## src/rtl/eth_rx_frame.sv

```systemverilog
// ============================================================================
// Module   : eth_rx_frame
// Function : RGMII receive framer with preamble/SFD detection, CRC-32 check,
//            FCS strip, length check and good/bad frame counters.
// Option   : ETH_RX_DEST_FILTER_EN enables destination-address filtering.
// Revision : 1.0 - initial release
// ============================================================================
`default_nettype none

module eth_rx_frame #(
  parameter int          MIN_LEN  = 60,
  parameter int          MAX_LEN  = 1514,
  parameter logic [47:0] MAC_ADDR = 48'h0
) (
  input  logic        clk,
  input  logic        reset,
  input  logic [7:0]  rx_data,
  input  logic [1:0]  rx_ctl,
  output logic [7:0]  out_data,
  output logic        out_valid,
  output logic        out_sof,
  output logic        out_eof,
  output logic        out_good,
  output logic [10:0] out_len,
  output logic [15:0] good_count,
  output logic [15:0] bad_count
);

  typedef enum logic [2:0] {
    S_IDLE     = 3'd0,
    S_PREAMBLE = 3'd1,
    S_DATA     = 3'd2,
    S_FLUSH    = 3'd3,
    S_DROP     = 3'd4
  } state_t;

  localparam logic [31:0] c_crc_poly    = 32'hEDB88320;
  localparam logic [31:0] c_crc_init    = 32'hFFFFFFFF;
  localparam logic [31:0] c_crc_residue = 32'hDEBB20E3;
  localparam logic [10:0] c_min_len     = 11'(MIN_LEN);
  localparam logic [10:0] c_max_len     = 11'(MAX_LEN);

  state_t      r_state, w_state_nxt;
  logic [31:0] r_crc;
  logic        r_err;
  logic [11:0] r_n;
  logic [7:0]  r_dly [6];
  logic        r_flush_2nd;
  logic        r_rst_d;

  logic        w_dv, w_er, w_pass, w_good;
  logic        w_start, w_accept, w_emit, w_last, w_good_inc, w_bad_inc;
  logic [11:0] w_len_raw;
  logic [10:0] w_len;

  assign w_dv      = rx_ctl[0];
  assign w_er      = rx_ctl[0] ^ rx_ctl[1];
  assign w_len_raw = r_n - 12'd4;
  assign w_len     = w_len_raw[11] ? 11'h7FF : w_len_raw[10:0];
  assign w_good    = (r_crc == c_crc_residue) && !r_err &&
                     (w_len >= c_min_len) && (w_len <= c_max_len);

  function automatic logic [31:0] crc_next(input logic [31:0] crc, input logic [7:0] d);
    logic [31:0] c;
    c = crc;
    for (int i = 0; i < 8; i++)
      c = (c >> 1) ^ ((c[0] ^ d[i]) ? c_crc_poly : 32'h0);
    return c;
  endfunction

`ifdef ETH_RX_DEST_FILTER_EN
  logic       r_ucast, r_bcast;
  logic [7:0] w_mac_byte;

  always_comb begin
    w_mac_byte = 8'h00;
    case (r_n[2:0])
      3'd0:    w_mac_byte = MAC_ADDR[47:40];
      3'd1:    w_mac_byte = MAC_ADDR[39:32];
      3'd2:    w_mac_byte = MAC_ADDR[31:24];
      3'd3:    w_mac_byte = MAC_ADDR[23:16];
      3'd4:    w_mac_byte = MAC_ADDR[15:8];
      3'd5:    w_mac_byte = MAC_ADDR[7:0];
      default: w_mac_byte = 8'h00;
    endcase
  end

  // Both match flags settle once byte 5 is in, before the first byte is emitted.
  always_ff @(posedge clk) begin
    if (reset || w_start) begin
      r_ucast <= 1'b1;
      r_bcast <= 1'b1;
    end else if (w_accept && (r_n < 12'd6)) begin
      r_ucast <= r_ucast & (rx_data == w_mac_byte);
      r_bcast <= r_bcast & (rx_data == 8'hFF);
    end
  end

  assign w_pass = r_ucast | r_bcast;
`else
  logic w_unused_mac;
  assign w_unused_mac = ^MAC_ADDR;
  assign w_pass       = 1'b1;
`endif

  always_ff @(posedge clk) begin
    if (reset) r_state <= S_IDLE;
    else       r_state <= w_state_nxt;
  end

  always_comb begin
    w_state_nxt = r_state;
    w_start     = 1'b0;
    w_accept    = 1'b0;
    w_emit      = 1'b0;
    w_last      = 1'b0;
    w_good_inc  = 1'b0;
    w_bad_inc   = 1'b0;
    case (r_state)
      S_IDLE: begin
        if (w_dv) begin
          if (r_rst_d)               w_state_nxt = S_DROP;
          else if (rx_data == 8'h55) w_state_nxt = S_PREAMBLE;
          else if (rx_data == 8'hD5) begin
            w_state_nxt = S_DATA;
            w_start     = 1'b1;
          end else                   w_state_nxt = S_DROP;
        end
      end
      S_PREAMBLE: begin
        if (!w_dv)                 w_state_nxt = S_IDLE;
        else if (rx_data == 8'hD5) begin
          w_state_nxt = S_DATA;
          w_start     = 1'b1;
        end else if (rx_data != 8'h55) w_state_nxt = S_DROP;
      end
      S_DATA: begin
        if (w_dv) begin
          w_accept = 1'b1;
          w_emit   = (r_n >= 12'd6);
        end else if (r_n >= 12'd6) begin
          w_state_nxt = S_FLUSH;
          w_emit      = 1'b1;
        end else begin
          w_state_nxt = S_IDLE;
          w_bad_inc   = 1'b1;
        end
      end
      S_FLUSH: begin
        if (!r_flush_2nd) begin
          w_emit = 1'b1;
          w_last = 1'b1;
        end else begin
          // out_good is on the output this cycle alongside out_eof
          w_state_nxt = w_dv ? S_DROP : S_IDLE;
          w_good_inc  = w_pass & out_good;
          w_bad_inc   = w_pass & ~out_good;
        end
      end
      S_DROP: begin
        if (!w_dv) w_state_nxt = S_IDLE;
      end
      default: w_state_nxt = S_IDLE;
    endcase
  end

  always_ff @(posedge clk) begin
    if (reset) begin
      r_crc       <= c_crc_init;
      r_err       <= 1'b0;
      r_n         <= 12'd0;
      r_flush_2nd <= 1'b0;
      r_rst_d     <= 1'b1;
      for (int i = 0; i < 6; i++) r_dly[i] <= 8'h00;
      out_data    <= 8'h00;
      out_valid   <= 1'b0;
      out_sof     <= 1'b0;
      out_eof     <= 1'b0;
      out_good    <= 1'b0;
      out_len     <= 11'd0;
      good_count  <= 16'd0;
      bad_count   <= 16'd0;
    end else begin
      r_rst_d     <= 1'b0;
      r_flush_2nd <= (r_state == S_FLUSH) && !r_flush_2nd;
      if (w_start) begin
        r_crc <= c_crc_init;
        r_err <= 1'b0;
        r_n   <= 12'd0;
      end else if (w_accept) begin
        r_crc <= crc_next(r_crc, rx_data);
        if (w_er) r_err <= 1'b1;
        if (r_n != 12'hFFF) r_n <= r_n + 12'd1;
      end
      // Oldest entry always leaves on emit; flush pushes filler behind it.
      if (w_accept || w_emit) begin
        r_dly[0] <= w_accept ? rx_data : 8'h00;
        for (int i = 1; i < 6; i++) r_dly[i] <= r_dly[i-1];
      end
      out_valid <= w_emit & w_pass;
      out_data  <= (w_emit & w_pass) ? r_dly[5] : 8'h00;
      out_sof   <= w_emit & w_pass & (r_state == S_DATA) & (r_n == 12'd6);
      out_eof   <= w_last & w_pass;
      out_good  <= w_last & w_pass & w_good;
      out_len   <= (w_last & w_pass) ? w_len : 11'd0;
      if (w_good_inc) good_count <= good_count + 16'd1;
      if (w_bad_inc)  bad_count  <= bad_count + 16'd1;
    end
  end

endmodule

`default_nettype wire
```

## config.mk

```make
export PLATFORM = sky130hd
export DESIGN_NAME = eth_rx_frame
export DESIGN_NICKNAME = d
export VERILOG_FILES = /design/src/rtl/eth_rx_frame.sv
export SDC_FILE = /design/constraint.sdc
export NUM_CORES = 1
export LEC_CHECK = 0
export BUFFER_PORTS_ARGS = -buffer_cell sky130_fd_sc_hd__clkbuf_2
export CAP_MARGIN = 20
export CORE_ASPECT_RATIO = 0.75
export CORE_MARGIN = 3
export CORE_UTILIZATION = 50
export DETAILED_ROUTE_END_ITERATION = 8
export HOLD_SLACK_MARGIN = 0.12
export PLACE_DENSITY = 0.71
export SLEW_MARGIN = 20
export SYNTH_ARGS = -nofsm -noshare
export SYNTH_HDL_FRONTEND = slang
export SYNTH_SLANG_ARGS = --single-unit
```

## constraint.sdc

```tcl
create_clock -name clk -period 3.75 [get_ports clk]
set_clock_uncertainty 0.1 [all_clocks]
set_input_delay 0.1875 -clock clk [delete_from_list [all_inputs] [get_ports clk]]
set_output_delay 0.1875 -clock clk [all_outputs]
set_load 0.01 [all_outputs]
```

==> metrics.txt <==
Tmin final=2.563 ns; syn nets=703; Final Wtd Congestion=approximately 0.90; Synth top area share=approximately 29%; kind of critical path=flop to flop; drt initial violations=379; RSZ-0062 raised after global routing=false; routed vias=between 5k and 6k; core area=13380 um^2; #FFs+latches synth=152; Worst-path clk slew=0.07 ns; post-synthesis mux area share=0.1416%; vias in the first global route=4872; top-count cell post-synth=dfxtp_1; setup TNS=0 ns; Post-Syn Area=7067 um^2; Adder-Cell Fraction of Synth Area=1.239%; Root Buffer=clkbuf_16; sequential cell area fraction in the yosys report=49.86%; total grt overflow=0; number of cell rows=36; Placement Setup Slack=1.234 ns; Pins Over Slew Limit=0; Synth Area in Simple Gates=20.08%; Vias/cell=approximately 5.6; antenna viol nets, final=0; all-layer global routing usage=19.65%; 1st-pass router iterations=5; Worst Path Required=around 3.8 ns; final setup fails=0; starting density of the core=52.82%; largest fanout on the critical path=48; Clock Path Buffers=2; Worst setup EP type=flop; power per cell area=around 440 nW/um^2; Mapped Avg Cell Area=10.33 um^2; Tcrit/Tclk final=between 60% and 70%; DIE AREA=15610 um^2; Slew HR=33.73%; worst skew pair latency=0.42 ns; Synth Instances=684; xor and xnor fraction of the mapped netlist area=15.00%; VDD IR max=roughly 340 uV; first-pass GRT wire length=24450 um; Leak Pwr=3.269 nW; yosys warns=0; post-DP HPWL=9664 um; average routed wire per standard cell=15.87 um; ranking of synthesized cells by area=dfxtp_1, edfxtp_1, xnor2_1; maxcap violations=0; largest family of logic cells by synthesized area=simple AND/OR/NAND/NOR gates; DRC=0; Die Ht=109.0 um; critical path arrival=around 2.6 ns; crit start category=flop; final wirelength=14720 um; final worst slack=1.187 ns; total power=3.635 mW; # diodes=0; CTS buffer count=17; post-CTS resize count=0; largest net degree at the start of global routing=between 60 and 70; most frequent cells after synthesis=dfxtp_1, xnor2_1, and2_1; Port Buffers=66; Ports=67; EDFF count, synth=48; Die Span X=between 100 and 150 um; clk sinks=152; worst hold path type=primary input to flop; Synth Area in Compound Gates=a little over a tenth; layout cell share with drive strength beyond 1=16.91%; Final #Nets=between 700 and 800; Unique masters post-synth=64; synthesis-to-layout area growth=15.78%; Least-Margin Pin Slew=0.9803 ns; H-tree depth=4; status=finished clean; Fin. Hold Viols=0; Most used DFF post-synth=dfxtp_1; TritonCTS clock tree=yes; asr flop ratio synth=0%; initial antenna violation count=0; Yosys top cell by area=dfxtp_1; FMAX=390.1 MHz
## worst max-delay path, stage by stage (launching register included)
cell and delay (ns):
dfxtp_1 0.54, inv_1 0.13, ha_1 0.22, o21a_1 0.13, or2_2 0.28, o21ai_0 0.37
nand3b_1 0.14, buf_4 0.34
## kinds of logic (layout without fill, tap and decap cells)
logic type      after synthesis  after routing
flops                       152            152
buf+inv                      52            125
simple gates                252            252
mux                           1              1
xor+xnor                    103            103
compound gates              117            117
fa+ha+maj                     7              7
## per-layer routing
layer	vias to the layer above	global-route usage (%)	part of all wire, %
li1	2533	-	-
met1	2504	27.15	47
met2	116	30.60	47
met3	25	4.954	4.3
met4	0	6.183	1.6
met5	-	0	0
## report_power, final
group | switching, mW | internal (mW) | leakage [nW]
clock | 0.799 | 0.902 | 0.292
combinational | 0.123 | 0.0941 | 1.64
sequential | 0.00626 | 1.71 | 1.33
total | 0.928 | 2.71 | 3.27
## sequential cells by signal, indices dropped and copies added (netlist names), 3 cells and up
name,cells
r_dly,48
r_crc,32
bad_count,16
good_count,16
r_n,12
out_len,11
out_data,8
r_state,3
## placed cells by master (no fill, tap or decap), types with 19 or more instances in the layout
cell type	netlist	routed
dfxtp_1	104	104
clkbuf_2	0	66
xnor2_1	58	58
and2_1	56	56
nand2_1	50	50
edfxtp_1	48	48
a21oi_1	40	39
nor2_1	35	35
xor2_1	31	31
o211ai_1	28	28
o21ai_0	19	19
## path summary, 6_finish.rpt
path	to	slack, ns	cells after the start	start
setup / recovery	r_dly[2][2]	1.19	7	r_n[3]
hold reg to reg	out_data[0]	0.35	1	r_dly[5][0]
setup reg to reg	r_dly[2][2]	1.19	7	r_n[3]
hold / removal	r_dly[0][7]	0.14	3	rx_data[7]
## per-stage QoR
step                      std cells  cell area, um^2  utilization [%]  hold WS (ns)
after floorplan                 684             7067                -        0.1152
after global placement          888             7496            56.03        0.3216
after detailed placement        888             7496            56.03        0.3277
after CTS                       928             8182            61.16        0.1306
after global routing            928             8182            61.16        0.1293
final                           928             8182            61.16        0.1405
## timing repair
| action | in CTS | in global routing |
|---|---|---|
| endpoints found under the hold margin | 8 | 0 |
| hold buffers | 8 | 0 |
| buffers inserted | 0 | 0 |
## cell type report
class	count	area, um^2
Fill cell	1107	5196
Inverter	15	56.30
Timing Repair Buffer	78	440.4
Multi-Input combinational cell	480	3342
Clock inverter	15	180.2
Sequential cell	152	3523
Clock buffer	17	425.4
Tap cell	171	214.0
Power figures use the tool's default switching activity.
